$ cat config.mk
export PLATFORM = sky130hd
export DESIGN_NAME = imem_fetch_ctrl
export DESIGN_NICKNAME = d
export VERILOG_FILES = /design/src/rtl/imem_pkg.sv /design/src/rtl/imem_ifid_reg.sv /design/src/rtl/imem_fetch_ctrl.sv
export SDC_FILE = /design/constraint.sdc
export NUM_CORES = 1
export LEC_CHECK = 0
export BUFFER_PORTS_ARGS = -buffer_cell sky130_fd_sc_hd__buf_2
export CAP_MARGIN = 20
export CORE_MARGIN = 5
export CORE_UTILIZATION = 49
export CTS_CLUSTER_SIZE = 40
export DETAILED_ROUTE_END_ITERATION = 8
export PLACE_DENSITY = 0.93
export SLEW_MARGIN = 20
export SYNTH_ARGS = -nofsm -noshare
export SYNTH_HDL_FRONTEND = slang
export SYNTH_SLANG_ARGS = --single-unit
export TNS_END_PERCENT = 10
$ cat constraint.sdc
create_clock -name clk -period 3.61 [get_ports clk]
set_input_delay 0.361 -clock clk [delete_from_list [all_inputs] [get_ports clk]]
set_output_delay 0.361 -clock clk [all_outputs]
set_load 0.01 [all_outputs]
$ cat src/rtl/imem_pkg.sv
// Shared definitions for the instruction-memory fetch path: state encoding,
// the default memory geometry and the IF/ID payload.
package imem_pkg;

  localparam int unsigned XLEN       = 32;
  localparam int unsigned IMEM_DEPTH = 1024;
  localparam int unsigned LD_CNT_W   = 11;

  localparam logic [XLEN-1:0]     NOP_INSTR  = 32'h0000_0013;
  localparam logic [LD_CNT_W-1:0] LD_CNT_MAX = {LD_CNT_W{1'b1}};

  typedef enum logic [1:0] {
    ST_LOAD = 2'd0,
    ST_RUN  = 2'd1,
    ST_HALT = 2'd2
  } fetch_state_e;

  typedef struct packed {
    logic [XLEN-1:0] instr;
    logic [XLEN-1:0] pc;
  } ifid_payload_t;

  // Word-aligned and inside the memory.
  function automatic logic word_addr_ok(input logic [XLEN-1:0] addr,
                                        input int unsigned depth);
    return (addr[1:0] == 2'b00) && (addr[XLEN-1:2] < (XLEN-2)'(depth));
  endfunction

endpackage

$ cat src/rtl/imem_ifid_reg.sv
// Pipeline boundary register with hold (stall) and flush (bubble insertion).
// Flush wins over hold so a redirect can squash a stalled stage.
module imem_ifid_reg
  import imem_pkg::*;
#(
  parameter logic [XLEN-1:0] NOP_VAL = NOP_INSTR
) (
  input  logic          clk,
  input  logic          rst,
  input  logic          hold_i,
  input  logic          flush_i,
  input  ifid_payload_t d_i,
  input  logic          valid_i,
  output ifid_payload_t q_o,
  output logic          valid_o
);

  ifid_payload_t r_q;
  logic          r_valid;

  always_ff @(posedge clk) begin
    if (rst) begin
      r_q.instr <= NOP_VAL;
      r_q.pc    <= '0;
      r_valid   <= 1'b0;
    end else if (flush_i) begin
      r_q.instr <= NOP_VAL;
      r_valid   <= 1'b0;
    end else if (!hold_i) begin
      r_q     <= d_i;
      r_valid <= valid_i;
    end
  end

  assign q_o     = r_q;
  assign valid_o = r_valid;

endmodule

$ cat src/rtl/imem_fetch_ctrl.sv
// Instruction-memory port owner: boot-time loader arbitration, then PC
// sequencing into the IF/ID register with stall, redirect and fault handling.
module imem_fetch_ctrl
  import imem_pkg::*;
#(
  parameter logic [XLEN-1:0] RESET_PC  = 32'h0000_0000,
  parameter int unsigned     DEPTH     = IMEM_DEPTH,
  parameter logic [XLEN-1:0] NOP       = NOP_INSTR,
  parameter bit              BOOT_LOAD = 1'b1
) (
  input  logic                clk,
  input  logic                rst,
  input  logic                stall_i,
  input  logic                redirect_i,
  input  logic [XLEN-1:0]     redirect_pc_i,
  input  logic                ld_valid_i,
  input  logic [XLEN-1:0]     ld_addr_i,
  input  logic [XLEN-1:0]     ld_data_i,
  input  logic                ld_done_i,
  output logic                ld_ready_o,
  output logic [LD_CNT_W-1:0] ld_count_o,
  output logic [XLEN-1:0]     imem_addr_o,
  output logic                imem_we_o,
  output logic [XLEN-1:0]     imem_wdata_o,
  input  logic [XLEN-1:0]     imem_rdata_i,
  output logic [XLEN-1:0]     instr_o,
  output logic [XLEN-1:0]     pc_o,
  output logic                valid_o,
  output logic                halted_o
);

  localparam fetch_state_e RST_STATE = BOOT_LOAD ? ST_LOAD : ST_RUN;

  fetch_state_e        r_state, w_state_nxt;
  logic [XLEN-1:0]     r_pc, w_pc_nxt;
  logic [LD_CNT_W-1:0] r_ld_count, w_ld_count_nxt;
  logic                w_ld_we;
  logic                w_pc_oob;
  logic                w_hold;
  logic                w_flush;
  ifid_payload_t       w_ifid_d;
  ifid_payload_t       w_ifid_q;

  assign w_ld_we  = (r_state == ST_LOAD) && ld_valid_i && word_addr_ok(ld_addr_i, DEPTH);
  assign w_pc_oob = (r_pc[XLEN-1:2] >= (XLEN-2)'(DEPTH));

  always_ff @(posedge clk) begin
    if (rst) begin
      r_state    <= RST_STATE;
      r_pc       <= RESET_PC;
      r_ld_count <= '0;
    end else begin
      r_state    <= w_state_nxt;
      r_pc       <= w_pc_nxt;
      r_ld_count <= w_ld_count_nxt;
    end
  end

  // Next state, PC and IF/ID control; redirect > fault > stall > normal.
  always_comb begin
    w_state_nxt    = r_state;
    w_pc_nxt       = r_pc;
    w_ld_count_nxt = r_ld_count;
    w_hold         = 1'b0;
    w_flush        = 1'b0;
    case (r_state)
      ST_LOAD: begin
        w_flush = 1'b1;
        if (w_ld_we && (r_ld_count != LD_CNT_MAX)) begin
          w_ld_count_nxt = r_ld_count + LD_CNT_W'(1);
        end
        if (ld_done_i) begin
          w_state_nxt = ST_RUN;
          w_pc_nxt    = RESET_PC;
        end
      end
      ST_RUN: begin
        if (redirect_i) begin
          w_flush  = 1'b1;
          w_pc_nxt = redirect_pc_i;
          if (redirect_pc_i[1:0] != 2'b00) begin
            w_state_nxt = ST_HALT;
          end
        end else if (w_pc_oob) begin
          w_flush     = 1'b1;
          w_state_nxt = ST_HALT;
        end else if (stall_i) begin
          w_hold = 1'b1;
        end else begin
          w_pc_nxt = r_pc + XLEN'(4);
        end
      end
      ST_HALT: begin
        w_flush = 1'b1;
      end
      default: begin
        w_flush     = 1'b1;
        w_state_nxt = ST_HALT;
      end
    endcase
  end

  assign w_ifid_d.instr = imem_rdata_i;
  assign w_ifid_d.pc    = r_pc;

  imem_ifid_reg #(
    .NOP_VAL (NOP)
  ) u_ifid (
    .clk     (clk),
    .rst     (rst),
    .hold_i  (w_hold),
    .flush_i (w_flush),
    .d_i     (w_ifid_d),
    .valid_i (1'b1),
    .q_o     (w_ifid_q),
    .valid_o (valid_o)
  );

  // Memory port mux: loader owns the port only while loading.
  assign ld_ready_o   = (r_state == ST_LOAD);
  assign imem_addr_o  = (r_state == ST_LOAD) ? ld_addr_i : r_pc;
  assign imem_we_o    = w_ld_we;
  assign imem_wdata_o = ld_data_i;

  assign ld_count_o = r_ld_count;
  assign instr_o    = w_ifid_q.instr;
  assign pc_o       = w_ifid_q.pc;
  assign halted_o   = (r_state == ST_HALT);

endmodule

==> results of run 1 <==
## layout by cell type (no fill, tap or decap), types with 10 or more instances in the layout
cell type	count
sky130_fd_sc_hd__a21oi_1	54
sky130_fd_sc_hd__and2_1	20
sky130_fd_sc_hd__buf_2	212
sky130_fd_sc_hd__dfxtp_1	110
sky130_fd_sc_hd__inv_1	16
sky130_fd_sc_hd__mux2_2	28
sky130_fd_sc_hd__mux2i_1	14
sky130_fd_sc_hd__nand2_1	115
sky130_fd_sc_hd__nand3_1	14
sky130_fd_sc_hd__nor2_1	33
sky130_fd_sc_hd__nor3_1	14
sky130_fd_sc_hd__nor4_1	10
sky130_fd_sc_hd__o21ai_0	34
## worst register-to-register path, cell delays in order, from the launching register on
cell	delay [ns]
sky130_fd_sc_hd__dfxtp_1	0.39
sky130_fd_sc_hd__nor4_1	0.73
sky130_fd_sc_hd__and4_1	0.30
sky130_fd_sc_hd__and4_1	0.88
sky130_fd_sc_hd__nand2_1	0.13
sky130_fd_sc_hd__a21oi_1	0.20
## metrics by stage
| step | std cells | cell area (um^2) | worst slack [ns] |
|---|---|---|---|
| 6_report | 942 | 6401 | 0.9111 |
| 5_1_grt | 942 | 6401 | 0.6970 |
| 4_1_cts | 942 | 6401 | 0.9571 |
| 3_5_place_dp | 926 | 6212 | 0.9865 |
| 3_3_place_gp | 926 | 6212 | 1.081 |
| 2_1_floorplan | 637 | 5320 | 1.492 |
## cell families (layout without fill, tap and decap cells)
group / Yosys count / in the layout / synth area share
buffers and inverters: 87 / 252 / 0.08819
multiplexers: 42 / 42 / 0.08561
adder cells (fa/ha/maj): 3 / 3 / 0.007056
flip-flops: 110 / 110 / 0.4139
XOR/XNOR: 4 / 4 / 0.006584
AO/OA/AOI/OAI: 135 / 135 / 0.1604
AND/OR/NAND/NOR: 256 / 256 / 0.2382
## path summary, 6_finish.rpt
path / endpoint / from / slack [ns] / depth (start not counted)
setup / recovery: u_ifid.q_o[49] / r_pc[15] / 0.91 / 5
hold / removal: u_ifid.q_o[54] / imem_rdata_i[22] / 0.21 / 3
setup reg to reg: u_ifid.q_o[49] / r_pc[15] / 0.91 / 5
hold reg to reg: u_ifid.q_o[43] / u_ifid.q_o[43] / 0.46 / 2
## area by class of cell
class                      count  area [um^2]
fill                         976         4344
multi-input combinational    440         2654
sequential                   110         2202
timing repair buffer         220         1121
tap                          140        175.2
clock buffer                   9        123.9
clock inverter                 7        65.06
inverter                      16        60.06
## layer usage
layer	track usage	share of wire	wire length [um]
met2	0.4001	0.50	7871
met4	0.06176	0.020	321
met1	0.2824	0.39	6161
met3	0.05655	0.084	1310
met5	0	0	0
## power breakdown
part           internal, W  switching, W
sequential         0.00124     0.0000356
combinational     0.000204      0.000276
clock             0.000269      0.000461
## registers in the layout, summed over array words and instances, names as in the netlist
signal / flops
ld_count_o: 11
r_pc: 32
r_state: 2
u_ifid.q_o: 64
u_ifid.valid_o: 1
## cells in the mapped netlist, types with 7 or more instances
cell | instances | area (um^2)
sky130_fd_sc_hd__and2_1 | 20 | 125.1
sky130_fd_sc_hd__buf_4 | 33 | 247.7
sky130_fd_sc_hd__clkbuf_1 | 31 | 116.4
sky130_fd_sc_hd__dfxtp_1 | 110 | 2202
sky130_fd_sc_hd__nor2b_1 | 8 | 50.05
sky130_fd_sc_hd__nand3_1 | 14 | 70.07
sky130_fd_sc_hd__mux2i_1 | 14 | 140.1
sky130_fd_sc_hd__nor4_1 | 10 | 62.56
sky130_fd_sc_hd__mux2_2 | 28 | 315.3
sky130_fd_sc_hd__nand2_1 | 115 | 431.7
sky130_fd_sc_hd__nor3_1 | 14 | 70.07
sky130_fd_sc_hd__o31ai_1 | 7 | 52.55
sky130_fd_sc_hd__nand4_1 | 8 | 50.05
sky130_fd_sc_hd__nor2_1 | 33 | 123.9
sky130_fd_sc_hd__inv_1 | 16 | 60.06
sky130_fd_sc_hd__o21ai_0 | 34 | 170.2
sky130_fd_sc_hd__a21oi_1 | 54 | 270.3
==> qor.json, run 1 <==
{
  "grt_overflow": {"value": 0},
  "drive_gt1_frac": {"value": 0.3429},
  "avgSynthCellArea": {"value": 8.352, "unit": "um^2"},
  "cp_cell_sequence": {"value": "nor4_1, and4_1, and4_1, nand2_1, a21oi_1"},
  "clock.fmax": {"value": 0.3705, "unit": "GHz"},
  "postSynth.topFlopCell": {"value": "sky130_fd_sc_hd__dfxtp_1"},
  "route.detailed.vias_per_inst": {"value": 5.546},
  "fin_tns_setup": {"value": 0, "unit": "ns"},
  "endpoint_kind": {"value": "flop"},
  "floorplan.die.width": {"value": 114.2, "unit": "um"},
  "max-clock-path-buffers": {"value": 2},
  "power.leakage": {"value": 2.859, "unit": "nW"},
  "first_global_vias": {"value": 4866},
  "routed-via-count": {"value": 5224},
  "slowest_stage": {"value": "sky130_fd_sc_hd__and4_1"},
  "finish.utilization": {"value": 0.5957},
  "critical_path_arrival": {"value": 2.99, "unit": "ns"},
  "asyncSetResetFlopFracSynth": {"value": 0},
  "global_route.usage.total": {"value": 0.2295},
  "setup_repair_after_global_routing_missed_its_margin": {"value": "false"},
  "final_hold_viol_count": {"value": 0},
  "status": {"value": "finished clean"},
  "dp_hpwl": {"value": 11680, "unit": "um"},
  "synth_cell_types": {"value": 52},
  "row_count": {"value": 38},
  "report.power.total": {"value": 0.002487, "unit": "W"},
  "seq_area_frac_synth": {"value": 0.4139},
  "timing.critical_path.required": {"value": 3.90, "unit": "ns"},
  "drt_drc_violations_left": {"value": 0},
  "number_of_buffers_added_by_the_clock_tree_synthesis_step": {"value": 9},
  "p_per_area": {"value": 388.5, "unit": "nW/um^2"},
  "finalNetCount": {"value": 934},
  "yosysWarnings": {"value": 0},
  "clock_latency": {"value": 0.37, "unit": "ns"},
  "hold_class": {"value": "in2reg"},
  "timing.setup.critical_path_class": {"value": "reg2reg"},
  "post-cts-setup-buffer-count": {"value": 0},
  "insertedDiodeCount": {"value": 0},
  "first_iter_violations": {"value": 545},
  "slowest_delay": {"value": 0.88, "unit": "ns"},
  "ys_ff_latch": {"value": 110},
  "maximum_fanout_encountered_on_the_critical_timing_path": {"value": 29},
  "ctsHoldBuffers": {"value": 0},
  "total_wire_length_after_detailed_routing": {"value": 15660, "unit": "um"},
  "timing.critical_path.buf_inv": {"value": 0},
  "largest_net_degree_at_the_start_of_global_routing": {"value": 44},
  "slew_headroom": {"value": 0.3219},
  "routedWlPerCell": {"value": 16.63, "unit": "um"},
  "antenna_found_initial": {"value": 0},
  "synth_enable_flop_cells": {"value": 0},
  "clk_root_buffer_cell": {"value": "sky130_fd_sc_hd__clkbuf_8"},
  "initial_utilization": {"value": 0.4951},
  "drv_slew": {"value": 0},
  "area_growth_from_synthesis_to_final_layout": {"value": 20.32, "unit": "%"},
  "gp_congestion": {"value": 0.9772},
  "timing.critical_path.from_type": {"value": "flop"},
  "cts_num_sinks": {"value": 110},
  "largest_voltage_drop_on_the_vdd_net": {"value": 306.0, "unit": "uV"},
  "count_of_final_setup_violators": {"value": 0},
  "synthesis.nets": {"value": 774},
  "clock_tree.htree_level_count": {"value": 3},
  "fin_crit": {"value": 2.699, "unit": "ns"},
  "place.port_buffers": {"value": 212},
  "cts_resized": {"value": 0},
  "core_area": {"value": 10750, "unit": "um^2"},
  "cts.reportedPaths.clkPinSlew": {"value": 0.12, "unit": "ns"},
  "finalClockSkew": {"value": 0.01242, "unit": "ns"},
  "critical-path-top-delay-family": {"value": "simple AND/OR/NAND/NOR gates"},
  "tritoncts": {"value": "done"},
  "postRouteAntennaNets": {"value": 0},
  "timing.hold.ws": {"value": 0.2122, "unit": "ns"},
  "synthCells": {"value": 637},
  "wire_length_of_the_first_global_routing_pass": {"value": 24330, "unit": "um"},
  "period_share": {"value": 0.7476},
  "max_cap_violations": {"value": 0},
  "dr.pass1.iters": {"value": 5},
  "die_height": {"value": 114.2, "unit": "um"},
  "syn_area": {"value": 5320, "unit": "um^2"},
  "num_io_pins": {"value": 277},
  "tightestPinTransition": {"value": 1.017, "unit": "ns"},
  "die-area": {"value": 13040, "unit": "um^2"},
  "critical_path.most_common_cell": {"value": "sky130_fd_sc_hd__and4_1"}
}
(Power assumes the default switching activity.)
==> run 2: changes to the inputs <==
Settings changed: ABC_AREA set to 1, CORE_UTILIZATION 49 to 47, PLACE_DENSITY 0.93 to 0.87.
Clock period 3.61 ns to 2.7 ns, I/O delays scaled along.
==> run 2 against run 1 <==
Synthesized cell count up 47%. Synthesized area up 13%. Die area up 16%. First-iteration DRC count up 13%. Sequential cell count unchanged. Sequential share of layout area down 3.6 points. Clock-buffer cell count up 2. Final area up 12%. Final cell count up 35%. Clock power up 75%.
==> qor.json, run 2 <==
{
  "clock_latency": {"value": 0.35, "unit": "ns", "change": "-0.02 ns"},
  "die-area": {"value": 15120, "unit": "um^2", "change": "+16%"},
  "num_io_pins": {"value": 277, "change": "unchanged"},
  "post-synth-top-area-fraction": {"value": 0.3672, "change": "-0.04672"},
  "slowest_stage": {"value": "sky130_fd_sc_hd__buf_4"},
  "dp_hpwl": {"value": 15030, "unit": "um", "change": "+29%"},
  "core_area": {"value": 12570, "unit": "um^2", "change": "+17%"},
  "status": {"value": "finished clean"},
  "largest_voltage_drop_on_the_vdd_net": {"value": 358.3, "unit": "uV", "change": "+17%"},
  "synthesis.nets": {"value": 1072, "change": "+39%"},
  "synthTopCellsByArea": {"value": "sky130_fd_sc_hd__dfxtp_1 (37%), sky130_fd_sc_hd__nand2_1 (14%), sky130_fd_sc_hd__nor2_1 (12%), sky130_fd_sc_hd__o21ai_0 (6.1%), sky130_fd_sc_hd__nand3_1 (5.8%)"},
  "timing.critical_path.buf_inv": {"value": 2, "change": "+2"},
  "p_per_area": {"value": 740.8, "unit": "nW/um^2", "change": "+91%"},
  "period_share": {"value": 0.7490},
  "asyncSetResetFlopFracSynth": {"value": 0, "change": "unchanged"},
  "timing.critical_path.from_type": {"value": "flop"},
  "synth_common_cells": {"value": "sky130_fd_sc_hd__nand2_1 (216), sky130_fd_sc_hd__nor2_1 (196), sky130_fd_sc_hd__dfxtp_1 (110), sky130_fd_sc_hd__inv_1 (74), sky130_fd_sc_hd__o21ai_0 (73)"},
  "finalClockSkew": {"value": 0.006635, "unit": "ns", "change": "-0.005782 ns"},
  "insertedDiodeCount": {"value": 0, "change": "unchanged"},
  "timing.critical_path.required": {"value": 2.43, "unit": "ns", "change": "-1.47 ns"},
  "tritoncts": {"value": "done"},
  "max-clock-path-buffers": {"value": 2, "change": "unchanged"},
  "die_height": {"value": 123.0, "unit": "um", "change": "+7.7%"},
  "hold_class": {"value": "in2reg"},
  "synth_enable_flop_cells": {"value": 0, "change": "unchanged"},
  "route.detailed.vias_per_inst": {"value": 5.184, "change": "-6.5%"},
  "cts_resized": {"value": 0, "change": "unchanged"},
  "gp_congestion": {"value": 1.016, "change": "+4.0%"},
  "max_cap_violations": {"value": 0, "change": "unchanged"},
  "routedWlPerCell": {"value": 15.27, "unit": "um", "change": "-8.2%"},
  "slowest_delay": {"value": 0.42, "unit": "ns", "change": "-0.46 ns"},
  "slew_headroom": {"value": 0.4305, "change": "+0.1087"},
  "finalInstanceArea": {"value": 7158, "unit": "um^2", "change": "+12%"},
  "layout.cells.most_common": {"value": "sky130_fd_sc_hd__nand2_1"},
  "drv_slew": {"value": 0, "change": "unchanged"},
  "highest_count_cells_in_the_layout_ignoring_fill_and_taps": {"value": "sky130_fd_sc_hd__nand2_1 (216), sky130_fd_sc_hd__buf_2 (212), sky130_fd_sc_hd__nor2_1 (196)"},
  "critical-path-top-delay-family": {"value": "buffers and inverters"},
  "num-fill-cells": {"value": 1229, "change": "+26%"},
  "synthCells": {"value": 935, "change": "+47%"},
  "ctsHoldBuffers": {"value": 0, "change": "unchanged"},
  "postPlaceCellArea": {"value": 6874, "unit": "um^2", "change": "+11%"},
  "floorplan.die.width": {"value": 123.0, "unit": "um", "change": "+7.7%"},
  "hp-start": {"value": "imem_rdata_i[4]"},
  "place.port_buffers": {"value": 212, "change": "unchanged"},
  "maximum_fanout_encountered_on_the_critical_timing_path": {"value": 53, "change": "+83%"},
  "grt_overflow": {"value": 0, "change": "unchanged"},
  "cts.reportedPaths.clkPinSlew": {"value": 0.07, "unit": "ns", "change": "-0.05 ns"},
  "wire_length_of_the_first_global_routing_pass": {"value": 30620, "unit": "um", "change": "+26%"},
  "syn_area": {"value": 5997, "unit": "um^2", "change": "+13%"},
  "yosys.area.top_type": {"value": "sky130_fd_sc_hd__dfxtp_1"},
  "synthMostInstantiatedCell": {"value": "sky130_fd_sc_hd__nand2_1"},
  "area_growth_from_synthesis_to_final_layout": {"value": 19.36, "unit": "%"},
  "power.leakage": {"value": 3.374, "unit": "nW", "change": "+18%"},
  "postRouteAntennaNets": {"value": 0, "change": "unchanged"},
  "cp_cell_sequence": {"value": "nor2_4, buf_4, nand2_1, o21ai_0, buf_2"},
  "first_global_vias": {"value": 6232, "change": "+28%"},
  "row_count": {"value": 41, "change": "+7.9%"},
  "yosysWarnings": {"value": 0, "change": "unchanged"},
  "fin_tns_setup": {"value": 0, "unit": "ns", "change": "unchanged"},
  "ys_ff_latch": {"value": 110, "change": "unchanged"},
  "count_of_final_setup_violators": {"value": 0, "change": "unchanged"},
  "finalNetCount": {"value": 1232, "change": "+32%"},
  "largest_register_ffs": {"value": 64, "change": "unchanged"},
  "first_iter_violations": {"value": 618, "change": "+13%"},
  "timing.setup.critical_path_class": {"value": "reg2out"},
  "drive_gt1_frac": {"value": 0.2327, "change": "-0.1102"},
  "antenna_found_initial": {"value": 0, "change": "unchanged"},
  "clk_root_buffer_cell": {"value": "sky130_fd_sc_hd__clkbuf_16"},
  "post-cts-setup-buffer-count": {"value": 0, "change": "unchanged"},
  "largest_net_degree_at_the_start_of_global_routing": {"value": 54, "change": "+23%"},
  "tightestPinTransition": {"value": 0.8542, "unit": "ns", "change": "-0.1630 ns"},
  "initial_utilization": {"value": 0.4772, "change": "-0.01796"},
  "timing.hold.ws": {"value": 0.1288, "unit": "ns", "change": "-0.08336 ns"},
  "clock_tree.htree_level_count": {"value": 3, "change": "unchanged"},
  "rr_startpoint": {"value": "r_pc[2]"},
  "dr.pass1.iters": {"value": 8, "change": "+3"},
  "total_wire_length_after_detailed_routing": {"value": 19420, "unit": "um", "change": "+24%"},
  "number_of_buffers_added_by_the_clock_tree_synthesis_step": {"value": 9, "change": "unchanged"},
  "clock.fmax": {"value": 0.4945, "unit": "GHz"},
  "avgSynthCellArea": {"value": 6.414, "unit": "um^2", "change": "-23%"},
  "endpoint_kind": {"value": "primary output"},
  "synth_cell_types": {"value": 32, "change": "-38%"},
  "critPathLaunch": {"value": "r_state[0]"},
  "routed-via-count": {"value": 6594, "change": "+26%"},
  "setup_repair_after_global_routing_missed_its_margin": {"value": "false"},
  "reg2reg_slack": {"value": 0.70, "unit": "ns", "change": "-0.21 ns"},
  "fin_crit": {"value": 2.022, "unit": "ns"},
  "final_hold_viol_count": {"value": 0, "change": "unchanged"},
  "critical_path_arrival": {"value": 1.75, "unit": "ns", "change": "-1.24 ns"},
  "seq_area_frac_synth": {"value": 0.3672, "change": "-0.04672"},
  "postSynth.topFlopCell": {"value": "sky130_fd_sc_hd__dfxtp_1"},
  "cts_num_sinks": {"value": 110, "change": "unchanged"},
  "global_route.usage.total": {"value": 0.2560, "change": "+0.02651"},
  "drt_drc_violations_left": {"value": 0, "change": "unchanged"}
}
==> run 2: path summary, 6_finish.rpt <==
check / to / cells after the start
setup reg to reg: r_pc[18] / 11
hold / removal: u_ifid.q_o[36] / 3
setup / recovery: imem_addr_o[31] / 5
hold reg to reg: u_ifid.q_o[24] / 2
==> run 2: cells by family after synthesis <==
kind of cell             synth area share
AND/OR/NAND/NOR                    0.3687
adder cells (fa/ha/maj)          0.006260
flip-flops                         0.3672
XOR/XNOR                          0.01022
AO/OA/AOI/OAI                      0.1229
buffers and inverters              0.1248
==> run 2: layout make-up <==
class,instances,area [um^2],share of cell area
flip-flops and latches,110,2202,0.3076
inverters,77,289.0,0.04038
well taps,172,215.2,0.03006
clock inverters,5,41.29,0.005768
repair buffers,220,1121,0.1566
clock buffers,11,242.7,0.03391
multi-input cells,677,3047,0.4256
==> run 2: report_power, final <==
| group | total, W | switching, W | internal, W |
|---|---|---|---|
| combinational | 0.00206 | 0.00140 | 0.000664 |
| clock | 0.00128 | 0.000620 | 0.000663 |
| sequential | 0.00196 | 0.000174 | 0.00179 |
| total | 0.00530 | 0.00219 | 0.00311 |
==> run 2: per-stage QoR <==
step | power, W | setup WS, ns | instances | utilization
floorplan | 0.003388 | 1.107 | 935 | -
global placement | 0.004023 | 0.7653 | 1256 | 0.5469
detailed placement | 0.004037 | 0.7722 | 1256 | 0.5469
CTS | 0.005326 | 0.6637 | 1272 | 0.5695
global route | 0.005662 | 0.4896 | 1272 | 0.5695
finish | 0.005303 | 0.6777 | 1272 | 0.5695
==> run 2: routing by layer <==
metal | GRT usage | up-vias | share of wire
met5 | 0 | - | 0
met4 | 0.1232 | 0 | 0.036
met3 | 0.06633 | 55 | 0.11
met2 | 0.4158 | 333 | 0.45
met1 | 0.3162 | 2933 | 0.40
li1 | - | 3273 | -
==> run 2: worst min-delay path, stage by stage <==
cell and delay [ns]:
sky130_fd_sc_hd__buf_2 0.08, sky130_fd_sc_hd__nand2_1 0.04, sky130_fd_sc_hd__nand3_1 0.05
==> run 3: changes to the inputs <==
Settings changed: CORE_UTILIZATION 47 to 43, PLACE_DENSITY 0.87 to 0.84.
Clock period 2.7 ns to 1.8 ns, I/O delays scaled along.
==> run 3 against run 2 <==
Sequential share of layout area shrank 2.0 points. Total power grew 63%. Clock power is 73% higher. Highest routed layer is now met5. Clock-buffer cell count is 2 lower. Largest power group unchanged. Worst setup slack worse by 0.57 ns. Largest cell class unchanged. First-iteration DRC count decreased by 7.1%.
==> qor.json, run 3 (synthesis results as in run 2) <==
{
  "num_io_pins": {"value": 277, "change": "unchanged"},
  "routedWlPerCell": {"value": 15.21, "unit": "um", "change": "-0.42%"},
  "largest_net_degree_at_the_start_of_global_routing": {"value": 54, "change": "unchanged"},
  "wire_length_of_the_first_global_routing_pass": {"value": 31270, "unit": "um", "change": "+2.1%"},
  "place.port_buffers": {"value": 212, "change": "unchanged"},
  "maximum_fanout_encountered_on_the_critical_timing_path": {"value": 14, "change": "-74%"},
  "timing.critical_path.required": {"value": 1.62, "unit": "ns", "change": "-0.81 ns"},
  "finish.utilization": {"value": 0.5553, "change": "-0.01421"},
  "max_cap_violations": {"value": 0, "change": "unchanged"},
  "first_global_vias": {"value": 6285, "change": "+0.85%"},
  "fin_tns_setup": {"value": 0, "unit": "ns", "change": "unchanged"},
  "fin_crit": {"value": 1.695, "unit": "ns"},
  "dr.pass1.iters": {"value": 5, "change": "-3"},
  "largest_register_ffs": {"value": 64, "change": "unchanged"},
  "cts_num_sinks": {"value": 110, "change": "unchanged"},
  "endpoint_kind": {"value": "primary output"},
  "finalClockSkew": {"value": 0.008677, "unit": "ns", "change": "+0.002042 ns"},
  "insertedDiodeCount": {"value": 0, "change": "unchanged"},
  "slew_headroom": {"value": 0.7057, "change": "+0.2751"},
  "largest_voltage_drop_on_the_vdd_net": {"value": 667.2, "unit": "uV", "change": "+86%"},
  "critical_path_arrival": {"value": 1.52, "unit": "ns", "change": "-0.23 ns"},
  "final_hold_viol_count": {"value": 0, "change": "unchanged"},
  "highest_count_cells_in_the_layout_ignoring_fill_and_taps": {"value": "sky130_fd_sc_hd__nand2_1 (216), sky130_fd_sc_hd__buf_2 (212), sky130_fd_sc_hd__nor2_1 (193)"},
  "num-fill-cells": {"value": 1380, "change": "+12%"},
  "place_worst_setup_slack": {"value": 0.06277, "unit": "ns", "change": "-0.7094 ns"},
  "grt_overflow": {"value": 0, "change": "unchanged"},
  "p_per_area": {"value": 1127, "unit": "nW/um^2", "change": "+52%"},
  "area_growth_from_synthesis_to_final_layout": {"value": 27.54, "unit": "%"},
  "fin_ws": {"value": 0.1048, "unit": "ns", "change": "-0.5729 ns"},
  "antenna_found_initial": {"value": 2, "change": "+2"},
  "global_route.usage.total": {"value": 0.2393, "change": "-0.01669"},
  "timing.critical_path.from_type": {"value": "flop"},
  "drt_drc_violations_left": {"value": 0, "change": "unchanged"},
  "number_of_buffers_added_by_the_clock_tree_synthesis_step": {"value": 9, "change": "unchanged"},
  "clock_tree.htree_level_count": {"value": 3, "change": "unchanged"},
  "layout.cells.most_common": {"value": "sky130_fd_sc_hd__nand2_1"},
  "route.detailed.vias_per_inst": {"value": 5.128, "change": "-1.1%"},
  "timing.setup.critical_path_class": {"value": "reg2out"},
  "power.leakage": {"value": 3.655, "unit": "nW", "change": "+8.3%"},
  "status": {"value": "finished clean"},
  "initial_utilization": {"value": 0.4354, "change": "-0.04174"},
  "finalInstanceArea": {"value": 7649, "unit": "um^2", "change": "+6.9%"},
  "max-clock-path-buffers": {"value": 2, "change": "unchanged"},
  "core_area": {"value": 13770, "unit": "um^2", "change": "+9.6%"},
  "total_wire_length_after_detailed_routing": {"value": 20130, "unit": "um", "change": "+3.7%"},
  "period_share": {"value": 0.9418},
  "gp_congestion": {"value": 1.003, "change": "-1.2%"},
  "routed-via-count": {"value": 6789, "change": "+3.0%"},
  "count_of_final_setup_violators": {"value": 0, "change": "unchanged"},
  "clock.fmax": {"value": 0.5899, "unit": "GHz"},
  "clock_latency": {"value": 0.35, "unit": "ns", "change": "about the same"},
  "die-area": {"value": 16410, "unit": "um^2", "change": "+8.5%"},
  "finalNetCount": {"value": 1276, "change": "+3.6%"},
  "tightestPinTransition": {"value": 0.4381, "unit": "ns", "change": "-0.4161 ns"},
  "postPlaceCellArea": {"value": 7264, "unit": "um^2", "change": "+5.7%"},
  "postRouteAntennaNets": {"value": 0, "change": "unchanged"},
  "row_count": {"value": 43, "change": "+4.9%"},
  "post-cts-setup-buffer-count": {"value": 0, "change": "unchanged"},
  "floorplan.die.width": {"value": 128.1, "unit": "um", "change": "+4.2%"},
  "tritoncts": {"value": "done"},
  "hold_class": {"value": "in2reg"},
  "drv_slew": {"value": 0, "change": "unchanged"},
  "die_height": {"value": 128.1, "unit": "um", "change": "+4.2%"},
  "first_iter_violations": {"value": 574, "change": "-7.1%"},
  "cts.reportedPaths.clkPinSlew": {"value": 0.08, "unit": "ns", "change": "about the same"},
  "drive_gt1_frac": {"value": 0.2657, "change": "+0.03301"},
  "dp_hpwl": {"value": 15660, "unit": "um", "change": "+4.2%"},
  "clk_root_buffer_cell": {"value": "sky130_fd_sc_hd__clkbuf_16"}
}
run 3: per-stage QoR:
step,std cells,hold WS (ns),total power (W)
after global routing,1324,0.01200,0.009198
after global placement,1308,0.3601,0.006319
after CTS,1324,0.006520,0.008605
after detailed placement,1308,0.3601,0.006367
final,1324,0.02236,0.008623
after floorplan,935,0.2932,0.005083
run 3: critical path, cell delays in order, from the launching register on:
cell and delay [ns]:
sky130_fd_sc_hd__dfxtp_1 0.47, sky130_fd_sc_hd__nor2_4 0.07, sky130_fd_sc_hd__inv_2 0.09, sky130_fd_sc_hd__buf_4 0.21, sky130_fd_sc_hd__nand2_1 0.06, sky130_fd_sc_hd__o21ai_0 0.09
sky130_fd_sc_hd__buf_2 0.17
run 3: power by group:
group,switching [W],total [W],internal (W)
logic,0.00222,0.00352,0.00130
clock network,0.000975,0.00222,0.00124
registers,0.000213,0.00289,0.00268
run 3: worst paths after layout:
check / start / endpoint / cells after the start / slack (ns)
hold reg to reg: u_ifid.q_o[13] / u_ifid.q_o[13] / 2 / 0.45
setup reg to reg: r_pc[14] / r_pc[15] / 10 / 0.12
hold / removal: imem_rdata_i[4] / u_ifid.q_o[36] / 3 / 0.02
setup / recovery: r_state[0] / imem_addr_o[1] / 6 / 0.10
run 3: metal layers:
metal / track usage / wire length [um] / vias to the layer above
met1: 0.2884 / 7994 / 3005
met2: 0.3829 / 8973 / 358
met4: 0.1330 / 914 / 4
met5: 0 / 16 / -
li1: - / - / 3356
met3: 0.06875 / 2235 / 66
run 3: timing repair:
| action | in CTS | in global routing |
|---|---|---|
| setup endpoints to repair | 15 | 64 |
| hold buffers | 0 | 0 |
| cloned | 0 | 0 |
| resized for setup | 1 | 17 |
run 3: cell type report:
class,instances,area [um^2],share of cell area
sequential,110,2202,0.2879
inverter,77,296.5,0.03877
clock inverter,7,106.4,0.01390
multi-input combinational,677,3059,0.4000
clock buffer,9,225.2,0.02945
timing repair buffer,264,1534,0.2006
tap,180,225.2,0.02945
